==> src/rtl/hamming_rx_ctrl_pkg.sv <==
// Shared definitions for the Hamming (7,4) receive controller:
// FSM state encoding, line levels and the default frame width.
package hamming_rx_ctrl_pkg;

  typedef enum logic [1:0] {
    IDLE  = 2'd0,
    SHIFT = 2'd1,
    STOP  = 2'd2
  } rx_state_t;

  localparam logic START_LVL       = 1'b1;
  localparam logic STOP_LVL        = 1'b0;
  localparam int   DEFAULT_FRAME_W = 7;

endpackage

==> src/rtl/hamming_rx_ctrl_sipo.sv <==
// Enable-gated serial-in/parallel-out shift register, MSB arrives first.
module sipo_shift_en #(
  parameter int W = 7
) (
  input  logic         clk,
  input  logic         rst,
  input  logic         en,
  input  logic         SI,
  output logic [W-1:0] PO
);

  always_ff @(posedge clk) begin
    if (rst) begin
      PO <= '0;
    end else if (en) begin
      PO <= {PO[W-2:0], SI};
    end
  end

endmodule

==> src/rtl/hamming_rx_ctrl.sv <==
// Frames the serial codeword stream, double-buffers each good frame into PO
// behind a valid/ready handshake, and flags/counts framing errors and overruns.
module hamming_rx_ctrl
  import hamming_rx_ctrl_pkg::*;
#(
  parameter int FRAME_W   = DEFAULT_FRAME_W,
  parameter int ERR_CNT_W = 8
) (
  input  logic                 clk,
  input  logic                 rst,
  input  logic                 SI,
  output logic [FRAME_W-1:0]   PO,
  output logic                 po_valid,
  input  logic                 po_ready,
  output logic                 busy,
  output logic                 frame_err,
  output logic                 overrun,
  output logic [ERR_CNT_W-1:0] err_cnt
);

  localparam int               CNT_W    = $clog2(FRAME_W);
  localparam logic [CNT_W-1:0] LAST_BIT = CNT_W'(FRAME_W - 1);

  rx_state_t          state, state_nxt;
  logic [CNT_W-1:0]   bit_cnt;
  logic [FRAME_W-1:0] shift_q;
  logic               shift_en;
  logic               hold_free;
  logic               load;
  logic               drop_ovr;
  logic               drop_ferr;

  sipo_shift_en #(.W(FRAME_W)) u_sipo (
    .clk (clk),
    .rst (rst),
    .en  (shift_en),
    .SI  (SI),
    .PO  (shift_q)
  );

  // A word being consumed this edge frees the holding register for a new load.
  always_comb begin
    state_nxt = state;
    shift_en  = 1'b0;
    load      = 1'b0;
    drop_ovr  = 1'b0;
    drop_ferr = 1'b0;
    hold_free = !po_valid || po_ready;
    case (state)
      IDLE: begin
        if (SI == START_LVL) state_nxt = SHIFT;
      end
      SHIFT: begin
        shift_en = 1'b1;
        if (bit_cnt == LAST_BIT) state_nxt = STOP;
      end
      STOP: begin
        state_nxt = IDLE;
        if (SI == STOP_LVL) begin
          if (hold_free) load = 1'b1;
          else           drop_ovr = 1'b1;
        end else begin
          drop_ferr = 1'b1;
        end
      end
      default: state_nxt = IDLE;
    endcase
  end

  assign busy = (state != IDLE);

  always_ff @(posedge clk) begin
    if (rst) begin
      state     <= IDLE;
      bit_cnt   <= '0;
      PO        <= '0;
      po_valid  <= 1'b0;
      frame_err <= 1'b0;
      overrun   <= 1'b0;
      err_cnt   <= '0;
    end else begin
      state     <= state_nxt;
      bit_cnt   <= (state == SHIFT) ? bit_cnt + 1'b1 : '0;
      frame_err <= drop_ferr;
      overrun   <= drop_ovr;
      if (load) begin
        PO       <= shift_q;
        po_valid <= 1'b1;
      end else if (po_valid && po_ready) begin
        po_valid <= 1'b0;
      end
      // Error counter saturates rather than wrapping.
      if ((drop_ferr || drop_ovr) && (err_cnt != '1)) begin
        err_cnt <= err_cnt + 1'b1;
      end
    end
  end

endmodule
==> config.mk <==
export PLATFORM = sky130hd
export DESIGN_NAME = hamming_rx_ctrl
export DESIGN_NICKNAME = d
export VERILOG_FILES = /design/src/rtl/hamming_rx_ctrl_pkg.sv /design/src/rtl/hamming_rx_ctrl_sipo.sv /design/src/rtl/hamming_rx_ctrl.sv
export SDC_FILE = /design/constraint.sdc
export NUM_CORES = 1
export LEC_CHECK = 0
export ABC_AREA = 0
export CAP_MARGIN = 10
export CORE_AREA = 10 10 66 68
export CTS_CLUSTER_DIAMETER = 100
export DETAILED_ROUTE_END_ITERATION = 12
export DIE_AREA = 0 0 76 78
export PLACE_DENSITY = 0.67
export SYNTH_ARGS = -nofsm -noshare
export SYNTH_HDL_FRONTEND = slang
export SYNTH_HIERARCHICAL = 1
export SYNTH_SLANG_ARGS = --single-unit
==> constraint.sdc <==
create_clock -name clk -period 4.8 [get_ports clk]
set_input_delay 0.96 -clock clk [delete_from_list [all_inputs] [get_ports clk]]
set_output_delay 0.96 -clock clk [all_outputs]
set_load 0.03 [all_outputs]
==> results.py <==
metrics = {
    "clock_network": {
        "clk_path_buf_depth": 2,
        "cts_hold_buf": 0,
        "clk_pin_slew_worst_paths_ps": 80,
        "postCtsSetupBuffers": 0,
        "root_buffer": "clkbuf_4",
        "tritoncts": "built",
        "numCtsBuffers": 5,
        "cts.repair.resized": 0,
        "htree_levels": 2,
        "clkLatencyLatePin_ps": 320,
        "cts_sinks": 30,
    },
    "sta": {
        "layout_min_cycle_time_ps": 2520,
        "hold_violations": 0,
        "final_max_slew_viol_count": 0,
        "rsz0062_at_grt": "false",
        "period_share_pct": 52.6,
        "max_freq_ghz": 0.396,
        "fin_tns_setup_ps": 0,
        "skew_ps": 9.29,
        "worst_slew_pin_slew_ps": 921,
        "setup_viol": 0,
        "worst_slew_margin_rel_pct": 38.4,
    },
    "yosys": {
        "syn_avg_cell_area_um2": 9.82,
        "synthFlopType": "dfxtp_1",
        "ys_types": 29,
        "synth.cell_area_um2": 1190,
        "synth.top_cell.area_share_pct": 50.5,
        "syn_nets": 128,
        "synthTopCellsByArea": "dfxtp_1 (51%), mux2i_1 (13%), nor2_1 (7.9%)",
        "synth_edf_count": 0,
        "syn_inst": 121,
        "async_flop_share_pct": 0,
        "seq_area_frac_synth_pct": 50.5,
        "yosysTopAreaCell": "dfxtp_1",
        "ys_ff_latch": 30,
        "yosysWarnings": 6,
    },
    "power": {
        "p_clk_share_pct": 36.1,
        "sequentialPowerShare_pct": 59.6,
        "pwr-share-comb_pct": 4.3,
        "pwr_density_cell_nw_per_um2": 281,
        "p_sw_mw": 0.0945,
        "p_leak_nw": 0.610,
        "ir_worst_vdd_mv": 0.134,
        "intPower_mw": 0.330,
        "switching_share_pct": 22.3,
    },
    "worst_setup_path": {
        "cp_slowest_cell": "clkdlybuf4s50_1",
        "path_max_fanout": 6,
        "reg2reg_to": "err_cnt[5]",
        "path_cells": "or2_2 > clkdlybuf4s50_1",
        "cp-endpoint": "busy",
        "worstRegToRegCells": 5,
        "end_kind": "output port",
        "crit_type": "reg2out",
        "reg2reg_from": "err_cnt[0]",
        "reg2reg_slack_ps": 3120,
        "slowest_delay_ps": 590,
        "critical_path_arrival_ps": 1560,
        "cp-start-kind": "flop",
        "worst_ep_required_time_ps": 3840,
        "critPathLaunch": "state[1]",
    },
    "global_routing": {
        "antenna_found_initial": 0,
        "grt_util_all_layers_pct": 9.23,
        "grt_pass1_wl_mm": 4.52,
        "grt_pass1_vias": 983,
        "grt_overflow": 0,
        "grt_start_max_net_pins": 27,
    },
    "floorplan": {
        "die_w_um": 76,
        "num_rows": 21,
        "initial_utilization_pct": 37.4,
        "num_io_pins": 23,
        "die_area_um2": 5930,
        "die_h_um": 78,
        "coreArea_um2": 3180,
    },
    "drt": {
        "wirelength_mm": 2.53,
        "vias": 929,
        "viasPerCell": 4.79,
        "ant_nets": 0,
        "drc": 0,
        "drt-initial-drc-count": 131,
        "firstDrtPassIters": 4,
        "routedWlPerCell_um": 13.0,
    },
    "cells_and_area": {
        "nets": 154,
        "design_area_um2": 1510,
        "drive_above_1_share_pct": 6.76,
        "layout_common_cells": "dfxtp_1 (30), nor2_1 (25), clkdlybuf4s50_1 (22), mux2i_1 (15), a21oi_1 (6)",
        "fin_util_pct": 47.4,
        "area_delta_synth_final_pct": 26.8,
        "n_antenna_cell": 0,
        "final_common_cell": "dfxtp_1",
    },
    "placed_design": {
        "postPlaceCellArea_um2": 1450,
        "place_congestion": 0.809,
        "dp.final_hpwl_mm": 1.81,
        "io_buffers": 22,
    },
    "status": {
        "outcome": "completed",
    },
    "flow_run": {
        "cap_viol_max_count": 0,
    },
    "min_path": {
        "hp-class": "reg2reg",
    },
}
-- registers in the layout, indices dropped and copies added, names as in the netlist --
signal	flops
po_valid	1
PO	7
state	2
frame_err	1
err_cnt	8
overrun	1
bit_cnt	3
u_sipo/PO	7
-- worst max-delay path: cells and delay by family, from the launching register on --
| kind | cells | cell delay (ps) |
|---|---|---|
| DFF | 1 | 360 |
| buffers and inverters | 1 | 590 |
| and+or+nand+nor | 1 | 300 |
-- power by group through the flow --
| stage | clock (mW) | sequential (mW) | combinational (mW) |
|---|---|---|---|
| floorplan | 0 | 0.258 | 0.0126 |
| global placement | 0 | 0.258 | 0.0178 |
| detailed placement | 0 | 0.259 | 0.0182 |
| CTS | 0.162 | 0.253 | 0.0183 |
| global route | 0.174 | 0.253 | 0.0201 |
| finish | 0.153 | 0.253 | 0.0183 |
-- synthesized netlist by cell type, drive strengths merged (2+ instances only) --
library cell,instances
o21ai,3
clkbuf,2
nor2,25
dfxtp,30
nand3,4
nor2b,3
nor3,3
a41o,2
or3,2
mux2i,15
inv,2
ha,3
nand2,5
a31oi,2
a21oi,6
-- layout make-up --
type | count | area (um2)
Clock inverter | 1 | 5.00
Tap cell | 46 | 57.6
Multi-Input combinational cell | 86 | 562
Clock buffer | 7 | 55.1
Timing Repair Buffer | 22 | 220
Fill cell | 325 | 1670
Sequential cell | 30 | 601
Inverter | 2 | 7.51
-- metal layers --
layer	share of wire (%)	track usage, %	vias up
met5	0	0	-
met4	0.75	6.82	0
met3	9.9	4.84	2
met2	45	13.4	31
met1	45	10.1	419
li1	-	-	477
-- how the worst min path moves through the flow --
stage | startpoint | end | slack (ps) | cells past startpoint
finish | bit_cnt[0] | bit_cnt[0] | 450 | 1
detailed placement | bit_cnt[0] | bit_cnt[0] | 440 | 1
global placement | bit_cnt[0] | bit_cnt[0] | 430 | 1
floorplan | bit_cnt[0] | bit_cnt[0] | 420 | 1
global route | bit_cnt[0] | bit_cnt[0] | 480 | 1
CTS | bit_cnt[0] | bit_cnt[0] | 460 | 1
-- metrics by stage --
| stage | setup slack (ps) | hold WS (ps) | total power [mW] | std cells |
|---|---|---|---|---|
| after global routing | 2170 | 478 | 0.448 | 194 |
| after global placement | 2280 | 427 | 0.276 | 186 |
| after floorplan | 2800 | 417 | 0.271 | 121 |
| after detailed placement | 2260 | 440 | 0.277 | 186 |
| final | 2280 | 453 | 0.424 | 194 |
| after CTS | 2240 | 457 | 0.433 | 194 |
-- logic make-up (layout without fill, tap and decap cells) --
group                      Yosys count  after routing  synth area share (%)
and+or+nand+nor                     50             50                  20.0
adders and majority gates            3              3                  3.16
AOI/OAI and AO/OA                   16             16                  10.0
DFF                                 30             30                  50.5
muxes                               15             15                  12.6
buffers and inverters                5             32                  2.21
xor gates and xnor gates             2              2                  1.47
Power figures use the tool's default switching activity.
